`src/rtl/counter_csr_ctrl_pkg.sv`:
```
// Shared constants and types for the performance-counter CSR controller.
// Address map, inhibit bit positions and the access FSM state.
package counter_csr_pkg;

    localparam logic [11:0] ADDR_MCYCLE        = 12'hB00;
    localparam logic [11:0] ADDR_MCYCLEH       = 12'hB80;
    localparam logic [11:0] ADDR_MINSTRET      = 12'hB02;
    localparam logic [11:0] ADDR_MINSTRETH     = 12'hB82;
    localparam logic [11:0] ADDR_CYCLE         = 12'hC00;
    localparam logic [11:0] ADDR_CYCLEH        = 12'hC80;
    localparam logic [11:0] ADDR_INSTRET       = 12'hC02;
    localparam logic [11:0] ADDR_INSTRETH      = 12'hC82;
    localparam logic [11:0] ADDR_MCOUNTINHIBIT = 12'h320;

    localparam int INH_CY = 0;
    localparam int INH_IR = 2;

    typedef enum logic {
        IDLE,
        RESP
    } state_t;

endpackage

```
`src/rtl/counter_csr_ctrl_if.sv`:
```
// CSR access bus between the pipeline CSR stage and the counter controller.
// master = pipeline side, slave = controller side.
interface counter_csr_ctrl_if;

    logic        CSR_REQ_IP;
    logic        CSR_WE_IP;
    logic [11:0] CSR_ADDR_IP;
    logic [31:0] CSR_WDATA_IP;
    logic        CSR_ACK_OP;
    logic [31:0] CSR_RDATA_OP;
    logic        CSR_ERR_OP;

    modport master (
        output CSR_REQ_IP, CSR_WE_IP, CSR_ADDR_IP, CSR_WDATA_IP,
        input  CSR_ACK_OP, CSR_RDATA_OP, CSR_ERR_OP
    );

    modport slave (
        input  CSR_REQ_IP, CSR_WE_IP, CSR_ADDR_IP, CSR_WDATA_IP,
        output CSR_ACK_OP, CSR_RDATA_OP, CSR_ERR_OP
    );

endinterface

```
`src/rtl/counter_csr_ctrl_counter64.sv`:
```
// One 64-bit counter with half-word writes and a high-half snapshot.
// A write to either half beats the increment on the same edge.
module counter64_unit (
    input  logic        CLK_IP,
    input  logic        RSTN_IP,
    input  logic        inc_en,
    input  logic        wr_lo,
    input  logic        wr_hi,
    input  logic [31:0] wdata,
    input  logic        snap_load,
    input  logic        snap_clr,
    output logic [63:0] cnt,
    output logic [31:0] snap,
    output logic        snap_vld
);

    always_ff @(posedge CLK_IP or negedge RSTN_IP) begin
        if (!RSTN_IP) begin
            cnt <= '0;
        end else if (wr_lo) begin
            cnt <= {cnt[63:32], wdata};
        end else if (wr_hi) begin
            cnt <= {wdata, cnt[31:0]};
        end else if (inc_en) begin
            cnt <= cnt + 64'd1;
        end
    end

    // Any write invalidates a pending snapshot so a stale high half never leaks
    always_ff @(posedge CLK_IP or negedge RSTN_IP) begin
        if (!RSTN_IP) begin
            snap     <= '0;
            snap_vld <= 1'b0;
        end else if (wr_lo || wr_hi) begin
            snap_vld <= 1'b0;
        end else if (snap_load) begin
            snap     <= cnt[63:32];
            snap_vld <= 1'b1;
        end else if (snap_clr) begin
            snap_vld <= 1'b0;
        end
    end

endmodule

```
`src/rtl/counter_csr_ctrl.sv`:
```
// CSR-side controller for the cycle/instret counters and mcountinhibit.
// One access per two cycles: accept in IDLE, ACK during RESP.
module counter_csr_ctrl
    import counter_csr_pkg::*;
#(
    parameter logic [2:0] INHIBIT_RST = 3'b000,
    parameter bit         SNAPSHOT_EN = 1'b1
) (
    input  logic                 CLK_IP,
    input  logic                 RSTN_IP,
    input  logic                 RETIRE_IP,
    counter_csr_ctrl_if.slave    csr
);

    state_t      state;
    logic [2:0]  inhibit;
    logic        ack;
    logic [31:0] rdata;
    logic        err;

    logic        accept;
    logic        we;
    logic [11:0] addr;
    logic        ro;
    logic [31:0] rd_val;
    logic        err_c;
    logic        inh_wr;

    logic        cy_wr_lo, cy_wr_hi, cy_load, cy_clr, cy_vld;
    logic        ir_wr_lo, ir_wr_hi, ir_load, ir_clr, ir_vld;
    logic [63:0] cy_cnt, ir_cnt;
    logic [31:0] cy_snap, ir_snap;

    assign accept = (state == IDLE) && csr.CSR_REQ_IP;
    assign we     = csr.CSR_WE_IP;
    assign addr   = csr.CSR_ADDR_IP;
    assign ro     = (addr[11:8] == 4'hC);

    always_comb begin
        rd_val   = '0;
        err_c    = 1'b0;
        inh_wr   = 1'b0;
        cy_wr_lo = 1'b0;
        cy_wr_hi = 1'b0;
        cy_load  = 1'b0;
        cy_clr   = 1'b0;
        ir_wr_lo = 1'b0;
        ir_wr_hi = 1'b0;
        ir_load  = 1'b0;
        ir_clr   = 1'b0;
        unique case (1'b1)
            (addr == ADDR_MCYCLE) || (addr == ADDR_CYCLE): begin
                rd_val   = cy_cnt[31:0];
                cy_load  = !we && SNAPSHOT_EN;
                cy_wr_lo = we && !ro;
            end
            (addr == ADDR_MCYCLEH) || (addr == ADDR_CYCLEH): begin
                rd_val   = (SNAPSHOT_EN && cy_vld) ? cy_snap : cy_cnt[63:32];
                cy_clr   = !we;
                cy_wr_hi = we && !ro;
            end
            (addr == ADDR_MINSTRET) || (addr == ADDR_INSTRET): begin
                rd_val   = ir_cnt[31:0];
                ir_load  = !we && SNAPSHOT_EN;
                ir_wr_lo = we && !ro;
            end
            (addr == ADDR_MINSTRETH) || (addr == ADDR_INSTRETH): begin
                rd_val   = (SNAPSHOT_EN && ir_vld) ? ir_snap : ir_cnt[63:32];
                ir_clr   = !we;
                ir_wr_hi = we && !ro;
            end
            (addr == ADDR_MCOUNTINHIBIT): begin
                rd_val = {29'b0, inhibit};
                inh_wr = we;
            end
            default: begin
                err_c = 1'b1;
            end
        endcase
        if (we && ro) begin
            err_c = 1'b1;
        end
        if (we || err_c) begin
            rd_val = '0;
        end
    end

    counter64_unit u_cycle (
        .CLK_IP    (CLK_IP),
        .RSTN_IP   (RSTN_IP),
        .inc_en    (!inhibit[INH_CY]),
        .wr_lo     (accept && cy_wr_lo),
        .wr_hi     (accept && cy_wr_hi),
        .wdata     (csr.CSR_WDATA_IP),
        .snap_load (accept && cy_load),
        .snap_clr  (accept && cy_clr),
        .cnt       (cy_cnt),
        .snap      (cy_snap),
        .snap_vld  (cy_vld)
    );

    counter64_unit u_instret (
        .CLK_IP    (CLK_IP),
        .RSTN_IP   (RSTN_IP),
        .inc_en    (RETIRE_IP && !inhibit[INH_IR]),
        .wr_lo     (accept && ir_wr_lo),
        .wr_hi     (accept && ir_wr_hi),
        .wdata     (csr.CSR_WDATA_IP),
        .snap_load (accept && ir_load),
        .snap_clr  (accept && ir_clr),
        .cnt       (ir_cnt),
        .snap      (ir_snap),
        .snap_vld  (ir_vld)
    );

    always_ff @(posedge CLK_IP or negedge RSTN_IP) begin
        if (!RSTN_IP) begin
            state   <= IDLE;
            ack     <= 1'b0;
            rdata   <= '0;
            err     <= 1'b0;
            inhibit <= INHIBIT_RST & 3'b101;
        end else begin
            unique case (state)
                IDLE: begin
                    if (csr.CSR_REQ_IP) begin
                        state <= RESP;
                        ack   <= 1'b1;
                        rdata <= rd_val;
                        err   <= err_c;
                        if (inh_wr) begin
                            inhibit <= {csr.CSR_WDATA_IP[INH_IR], 1'b0,
                                        csr.CSR_WDATA_IP[INH_CY]};
                        end
                    end
                end
                RESP: begin
                    state <= IDLE;
                    ack   <= 1'b0;
                    rdata <= '0;
                    err   <= 1'b0;
                end
                default: begin
                    state <= IDLE;
                end
            endcase
        end
    end

    assign csr.CSR_ACK_OP   = ack;
    assign csr.CSR_RDATA_OP = rdata;
    assign csr.CSR_ERR_OP   = err;

endmodule

```
`src/flat_wrapper.sv`:
```
// flat-port wrapper written by rule: the top's interface ports become plain ports
module counter_csr_ctrl_flat import counter_csr_pkg::*;
#(
    parameter logic [2:0] INHIBIT_RST = 3'b000,
    parameter bit         SNAPSHOT_EN = 1'b1
)
  (CLK_IP, RSTN_IP, RETIRE_IP, csr_CSR_REQ_IP, csr_CSR_WE_IP, csr_CSR_ADDR_IP, csr_CSR_WDATA_IP, csr_CSR_ACK_OP, csr_CSR_RDATA_OP, csr_CSR_ERR_OP);
  counter_csr_ctrl_if csr_i ();
  input  logic CLK_IP;
  input  logic RSTN_IP;
  input  logic RETIRE_IP;
  input wire logic [$bits(csr_i.CSR_REQ_IP)-1:0] csr_CSR_REQ_IP;
  input wire logic [$bits(csr_i.CSR_WE_IP)-1:0] csr_CSR_WE_IP;
  input wire logic [$bits(csr_i.CSR_ADDR_IP)-1:0] csr_CSR_ADDR_IP;
  input wire logic [$bits(csr_i.CSR_WDATA_IP)-1:0] csr_CSR_WDATA_IP;
  output wire logic [$bits(csr_i.CSR_ACK_OP)-1:0] csr_CSR_ACK_OP;
  output wire logic [$bits(csr_i.CSR_RDATA_OP)-1:0] csr_CSR_RDATA_OP;
  output wire logic [$bits(csr_i.CSR_ERR_OP)-1:0] csr_CSR_ERR_OP;
  assign csr_i.CSR_REQ_IP = csr_CSR_REQ_IP;
  assign csr_i.CSR_WE_IP = csr_CSR_WE_IP;
  assign csr_i.CSR_ADDR_IP = csr_CSR_ADDR_IP;
  assign csr_i.CSR_WDATA_IP = csr_CSR_WDATA_IP;
  assign csr_CSR_ACK_OP = csr_i.CSR_ACK_OP;
  assign csr_CSR_RDATA_OP = csr_i.CSR_RDATA_OP;
  assign csr_CSR_ERR_OP = csr_i.CSR_ERR_OP;
  counter_csr_ctrl #(.INHIBIT_RST(INHIBIT_RST), .SNAPSHOT_EN(SNAPSHOT_EN)) u_core (.CLK_IP(CLK_IP), .RSTN_IP(RSTN_IP), .RETIRE_IP(RETIRE_IP), .csr(csr_i));
endmodule
```
`config.mk`:
```
export PLATFORM = sky130hd
export DESIGN_NAME = counter_csr_ctrl_flat
export DESIGN_NICKNAME = d
export VERILOG_FILES = /design/src/rtl/counter_csr_ctrl_pkg.sv /design/src/rtl/counter_csr_ctrl_if.sv /design/src/rtl/counter_csr_ctrl_counter64.sv /design/src/rtl/counter_csr_ctrl.sv /design/src/flat_wrapper.sv
export SDC_FILE = /design/constraint.sdc
export NUM_CORES = 1
export LEC_CHECK = 0
export CELL_PAD_IN_SITES_DETAIL_PLACEMENT = 1
export CELL_PAD_IN_SITES_GLOBAL_PLACEMENT = 1
export CORE_ASPECT_RATIO = 0.5
export CORE_MARGIN = 2
export CORE_UTILIZATION = 30
export DETAILED_ROUTE_END_ITERATION = 16
export PLACE_DENSITY_LB_ADDON = 0.1
export SYNTH_ARGS = -nofsm -noshare
export SYNTH_HDL_FRONTEND = slang
export SYNTH_SLANG_ARGS = --single-unit
```
`constraint.sdc`:
```
create_clock -name CLK_IP -period 3.55 [get_ports CLK_IP]
set_input_delay 0.8875 -clock CLK_IP [delete_from_list [all_inputs] [get_ports CLK_IP]]
set_output_delay 0.8875 -clock CLK_IP [all_outputs]
set_load 0.03 [all_outputs]
```
==> After elaboration in Yosys (flattened, before gate mapping) <==
Cells that the tools add are included.
{ "op_classes": {"n_reduce_logical": 34, "n_mux": 35, "n_eq_ne": 15, "add_sub_neg": 2, "bitwise_logic": 5} }
{ "ops": {"columns": ["operator", "n"], "rows": [
  ["$mux W64", 4],
  ["$mux W32", 6],
  ["$pmux W32 S5", 1],
  ["$add A64 B1 Y64 const B", 2],
  ["$eq A12 B12 Y1 const B", 8],
  ["$pmux W32 S2", 1],
  ["$mux W1", 20],
  ["$eq A12 B10 Y1 const B", 1],
  ["$logic_and A1 B1 Y1", 12],
  ["$reduce_and A2 Y1", 6],
  ["$ne A2 B2 Y1 const B", 5],
  ["$logic_or A1 B1 Y1", 7],
  ["$pmux W1 S2", 3],
  ["$reduce_bool A3 Y1", 2],
  ["$not A1 Y1", 5],
  ["$reduce_or A5 Y1", 1],
  ["$eq A4 B4 Y1 const B", 1],
  ["$reduce_bool A2 Y1", 2],
  ["$logic_not A1 Y1", 3],
  ["$reduce_and A3 Y1", 1]
]} }
{ "word_totals": {"wordCells": 104, "output_inout_bits": 34, "regBits": 231, "inputBits": 49} }

==> Longest topological paths before layout <==
{ "depth": {"word_depth": 9, "depth_mapped": 9, "ltp_nobuf": 7} }

==> Modules after synthesis <==
From an unflattened synthesis, not the netlist that was laid out.
{ "hier_totals": {"cells_unflattened": 1526, "area_unflattened_um2": 14217.4} }
{ "modules_own_cells": {"columns": ["mod", "area_per_inst_um2", "n_inst", "cells_each"], "rows": [
  ["counter64_unit", 5494.0, 2, 589],
  ["counter_csr_ctrl", 3229.3, 1, 348]
]} }

==> Worst setup path after synthesis <==
No wires, ideal clock.
{ "synth_timing": {"path_kind": "in2reg", "from": "in csr_CSR_ADDR_IP[1]", "to": "reg u_core.u_cycle.cnt[53]", "setup_slack_ns": 0.646, "required_ns": 3.424, "arrival_ns": 2.778, "setup_time_ns": 0.126, "cell_stages": 8, "path_cell_list": "or4_1 > buf_2 > or4_1 > buf_2 > buf_2 > nand2_1 > mux2i_1 > a221o_1"} }
{ "synth_via": {"elab_chain_len": 6, "elab_cells_between_ends": 14, "cone_classes": "eq/ne: 5; mux: 3; bitwise: 1; reduce/logical: 5"} }
{ "synth_lines": {"columns": ["item", "line_no", "rtl"], "rows": [
  ["start: declaration", "flat_wrapper.sv:14", "input wire logic [$bits(csr_i.CSR_ADDR_IP)-1:0] csr_CSR_ADDR_IP;"],
  ["$eq A12 B12 Y1 (on tied branches)", "counter_csr_ctrl.sv:57, counter_csr_ctrl.sv:52", null],
  ["$logic_or A1 B1 Y1 (on tied branches)", "counter_csr_ctrl.sv:57, counter_csr_ctrl.sv:52", null],
  ["$mux W1", "counter_csr_ctrl.sv:51", "unique case (1'b1)"],
  ["$logic_and A1 B1 Y1 (on tied branches)", "counter_csr_ctrl.sv:93, counter_csr_ctrl.sv:92", null],
  ["$ne A2 B2 Y1 (no line) / $not A1 Y1 (equally long branches)", null, null],
  ["$reduce_and A2 Y1 (no line)", null, null],
  ["end signal: assignment", "counter_csr_ctrl_counter64.sv:21", "cnt <= {cnt[63:32], wdata};"],
  ["end signal: assignment", "counter_csr_ctrl_counter64.sv:23", "cnt <= {wdata, cnt[31:0]};"],
  ["end signal: assignment", "counter_csr_ctrl_counter64.sv:25", "cnt <= cnt + 64'd1;"],
  ["end: declaration", "counter_csr_ctrl_counter64.sv:12", "output logic [63:0] cnt,"]
]} }
Parallel ways exist; a longest one is shown, timed or not. The select of a mux whose other input is x is not followed.
A chain may end at the register's enable or synchronous reset.

==> Worst setup path in the final report <==
{ "layout_timing": {"from": "reg u_core.u_instret.cnt[3]", "to": "reg u_core.u_instret.cnt[51]"} }
{ "layout_via": {"elab_chain_len": 3} }
{ "layout_lines": {"columns": ["item", "line_no", "rtl"], "rows": [
  ["start: declaration", "counter_csr_ctrl_counter64.sv:12", null],
  ["start signal: assignment", "counter_csr_ctrl_counter64.sv:21", null],
  ["start signal: assignment", "counter_csr_ctrl_counter64.sv:23", null],
  ["start signal: assignment", "counter_csr_ctrl_counter64.sv:25", null],
  ["$add A64 B1 Y64", "counter_csr_ctrl_counter64.sv:25", null],
  ["$mux W64", "counter_csr_ctrl_counter64.sv:24", "end else if (inc_en) begin"],
  ["$mux W64", "counter_csr_ctrl_counter64.sv:22", "end else if (wr_hi) begin"]
]} }
No other way between the ends. The select of a mux whose other input is x is not followed.

==> flow_summary_export.csv <==
group,metric,value,unit
outcome,status,"finished clean",
route,drc,0,
clock_tree,post_cts_buffers,0,
route,postRouteAntennaNets,0,
cells_and_area,fillerInstances,5110,
power_and_ir_drop,ir_drop,0.000314,V
route,avgRoutedWirePerCell,27.1,um
worst_setup_path,cpPeakStageDelay,0.75,ns
timing,setup_viol,0,
timing,setup_slack,0.518,ns
route,drt-vias-per-instance,5.87,
placed_design,post-place-ws,-0.0652,ns
timing,rsz0062_at_grt,"no",
synthesis,yosys-mux-area-fraction,10.2,%
timing,clock-skew-final,0.0255,ns
placed_design,routabilityCongestion,0.897,
global_routing,grt_max_degree,70,
floorplan,die_w,305,um
worst_setup_path,path_cells,"nand4_1 -> or4_1 -> nor4_4 -> buf_4 -> a41oi_1 -> o21ai_0 -> o311ai_1",
global_routing,grt_pass1_wl,87.9,mm
synthesis,ys_top_cells_by_count,"231 x dfrtp_1, 170 x nand2_1, 97 x o21ai_0, 96 x nor2_1, 80 x nand3_1",
worst_setup_path,critPathLaunchType,"flop",
worst_setup_path,cp-end-kind,"flop",
clock_tree,clk-insertion-delay-late,0.57,ns
power_and_ir_drop,pwr_density_cell,372,nW/um^2
cells_and_area,diodes,0,
synthesis,synth_seq_cells,231,
clock_tree,cts-htree-levels,1,
synthesis,yosys.cell_types.count,79,
worst_setup_path,path_class,"reg -> reg",
cells_and_area,multi_input_area,7370,um^2
hold_path,hold_class,"in -> async",
timing,fin_crit,3.03,ns
floorplan,die_h,154,um
cells_and_area,area_growth,20.6,%
timing,max_freq,330,MHz
synthesis,synthCells,1475,
synthesis,ys_async_sr_fraction,100,%
power_and_ir_drop,finalPower,6.10,mW
floorplan,die_area,47100,um^2
worst_setup_path,worstRegToRegCells,7,
cells_and_area,nets,1625,
synthesis,synthAdderAreaFrac,0.184,%
synthesis,syn_nets,1526,
synthesis,yosys.area.top_type,"dfrtp_1",
worst_setup_path,cp.required,3.98,ns
clock_tree,root_buffer,"clkbuf_16",
synthesis,post_synth.cell_area_avg,9.21,um^2
global_routing,antenna_found_initial,3,
clock_tree,clock_sinks,231,
worst_setup_path,path_depth,7,
floorplan,top_level_ports,83,
synthesis,synthXorXnorAreaFrac,4.06,%
route,drt_wl_total,59.2,mm
worst_setup_path,cp_slowest_cell,"or4_1",
worst_setup_path,path_buf_inv,1,
timing,finalCritPeriodShare,85.4,%
synthesis,synth_edf_count,0,
floorplan,start_util,30.2,%
route,vias,12800,
clock_tree,cts_resized,0,
power_and_ir_drop,p_leak,6.62,nW
timing,tightest_slew,1.04,ns
clock_tree,cts_made_buffers,25,
timing,finalHoldViolCount,0,
cells_and_area,instances_no_fill,2189,
timing,relSlewSlack,30.7,%
global_routing,grt_usage,24.9,%
placed_design,port_buffers,82,
synthesis,ys_seq_area_share,42.5,%
floorplan,fp-row-count,55,
global_routing,grt_pass1_vias,12800,
synthesis,synthSimpleGateAreaFrac,22.9,%
placed_design,place_area,15600,um^2
synthesis,synthTopCellsByArea,"dfrtp_1 43%, mux2_2 5.2%, mux2i_1 5.0%, nand2_1 4.7%, o21ai_0 3.6%",
timing,timing.setup.tns,0,ns
job,max-cap-violations,0,
synthesis,synth_compound_area_share,16.5,%
worst_setup_path,critical_path_arrival,3.46,ns
worst_setup_path,critPathTopFamily,"simple AND/OR/NAND/NOR gates",
route,drt_iter0_markers,1123,
synthesis,synth_area,13600,um^2
cells_and_area,drive_gt1_share,13.8,%
synthesis,synth.most_common_cell,"dfrtp_1",
cells_and_area,seqCellArea,5780,um^2
placed_design,dp.cells,2145,
synthesis,synth_top_family_by_area,"simple AND/OR/NAND/NOR gates",
clock_tree,hold_buffers,0,
cells_and_area,stdcell_area,16400,um^2
placed_design,post-dp-hpwl,45.6,mm
synthesis,netlist.area_leader.share,42.5,%
clock_tree,cts_tree,"yes",
timing,maxSlewViolCount,0,
floorplan,core_area,44900,um^2
clock_tree,clk_pin_slew,0.07,ns
synthesis,synthFlopType,"dfrtp_1",
clock_tree,cts_buffer_depth,3,
synthesis,yosysWarningCount,0,
route,drtPass1Iterations,5,
global_routing,grt_overflow,0,
worst_setup_path,cp_max_fo,8,
cell usage in the layout (no fill, tap or decap), types with 25 or more instances in the layout:
cell type	n
o21ai_0	97
clkbuf_16	25
xor2_1	33
buf_4	75
o22ai_1	38
and3_1	30
nand2_1	170
a21oi_1	69
nor3_1	48
mux2_2	63
xnor2_1	30
nor4_1	27
nand3_1	78
dfrtp_1	229
mux2i_1	68
clkdlybuf4s50_1	81
nand4_1	47
nor2_1	95
final timing paths:
kind,start,endpoint,slack [ns]
max,u_core.u_instret.cnt[3],u_core.u_instret.cnt[51],0.52
min,RSTN_IP,u_core.u_cycle.snap[8],0.27
max reg2reg,u_core.u_instret.cnt[3],u_core.u_instret.cnt[51],0.52
min reg2reg,u_core.csr.CSR_RDATA_OP[11],u_core.csr.CSR_RDATA_OP[11],0.48
max in group asynchronous,RSTN_IP,u_core.u_instret.snap[29],2.39
min in group CLK_IP,u_core.csr.CSR_RDATA_OP[11],u_core.csr.CSR_RDATA_OP[11],0.48
worst reg2reg max path: cells and delay by family (launching register included):
family,cells,cell delay (ns)
AND/OR/NAND/NOR,3,1.67
buffers and inverters,1,0.23
flip-flops,1,0.53
AO/OA/AOI/OAI,3,0.48
metrics by stage:
step                      hold WS, ns  util (%)
after global placement          0.455      34.7
after global routing            0.304      36.5
after detailed placement        0.461      34.7
after floorplan                 0.439         -
final                           0.275      36.5
after CTS                       0.291      36.5
state kept, by name, indices dropped and copies added (netlist names):
register	count
u_core.csr.CSR_ERR_OP	1
u_core.u_instret.snap	32
u_core.inhibit	2
u_core.u_cycle.cnt	64
u_core.csr.CSR_RDATA_OP	32
u_core.u_cycle.snap_vld	1
u_core.state	1
u_core.u_cycle.snap	32
u_core.u_instret.cnt	64
u_core.csr.CSR_ACK_OP	1
u_core.u_instret.snap_vld	1
per-layer routing:
layer / wire length [um] / global-route usage, % / share of wire [%] / up-vias
li1: - / - / - / 5698
met1: 31200 / 40.7 / 53 / 6771
met2: 23900 / 34.7 / 40 / 323
met3: 3430 / 3.49 / 5.8 / 50
met4: 639 / 3.21 / 1.1 / 0
met5: 0 / 0 / 0 / -
final cells by class:
class | count | area share [%]
clock inverters | 5 | 0.176
well taps | 598 | 4.57
flip-flops and latches | 231 | 35.3
multi-input cells | 1129 | 45.0
clock buffers | 39 | 4.57
repair buffers | 170 | 10.1
inverters | 17 | 0.389
power by group:
part	internal, mW	switching [mW]
sequential	2.73	0.177
combinational	0.219	0.363
clock	1.44	1.18
total	4.39	1.72
cell families (layout without fill, tap and decap cells):
family                   Yosys count  in the layout
AND/OR/NAND/NOR                  594            594
XOR/XNOR                          63             63
buffers and inverters            115            231
flip-flops                       231            231
adder cells (fa/ha/maj)            2              2
AO/OA/AOI/OAI                    339            339
multiplexers                     131            131
Note: power is estimated with default switching activity, not from simulation.
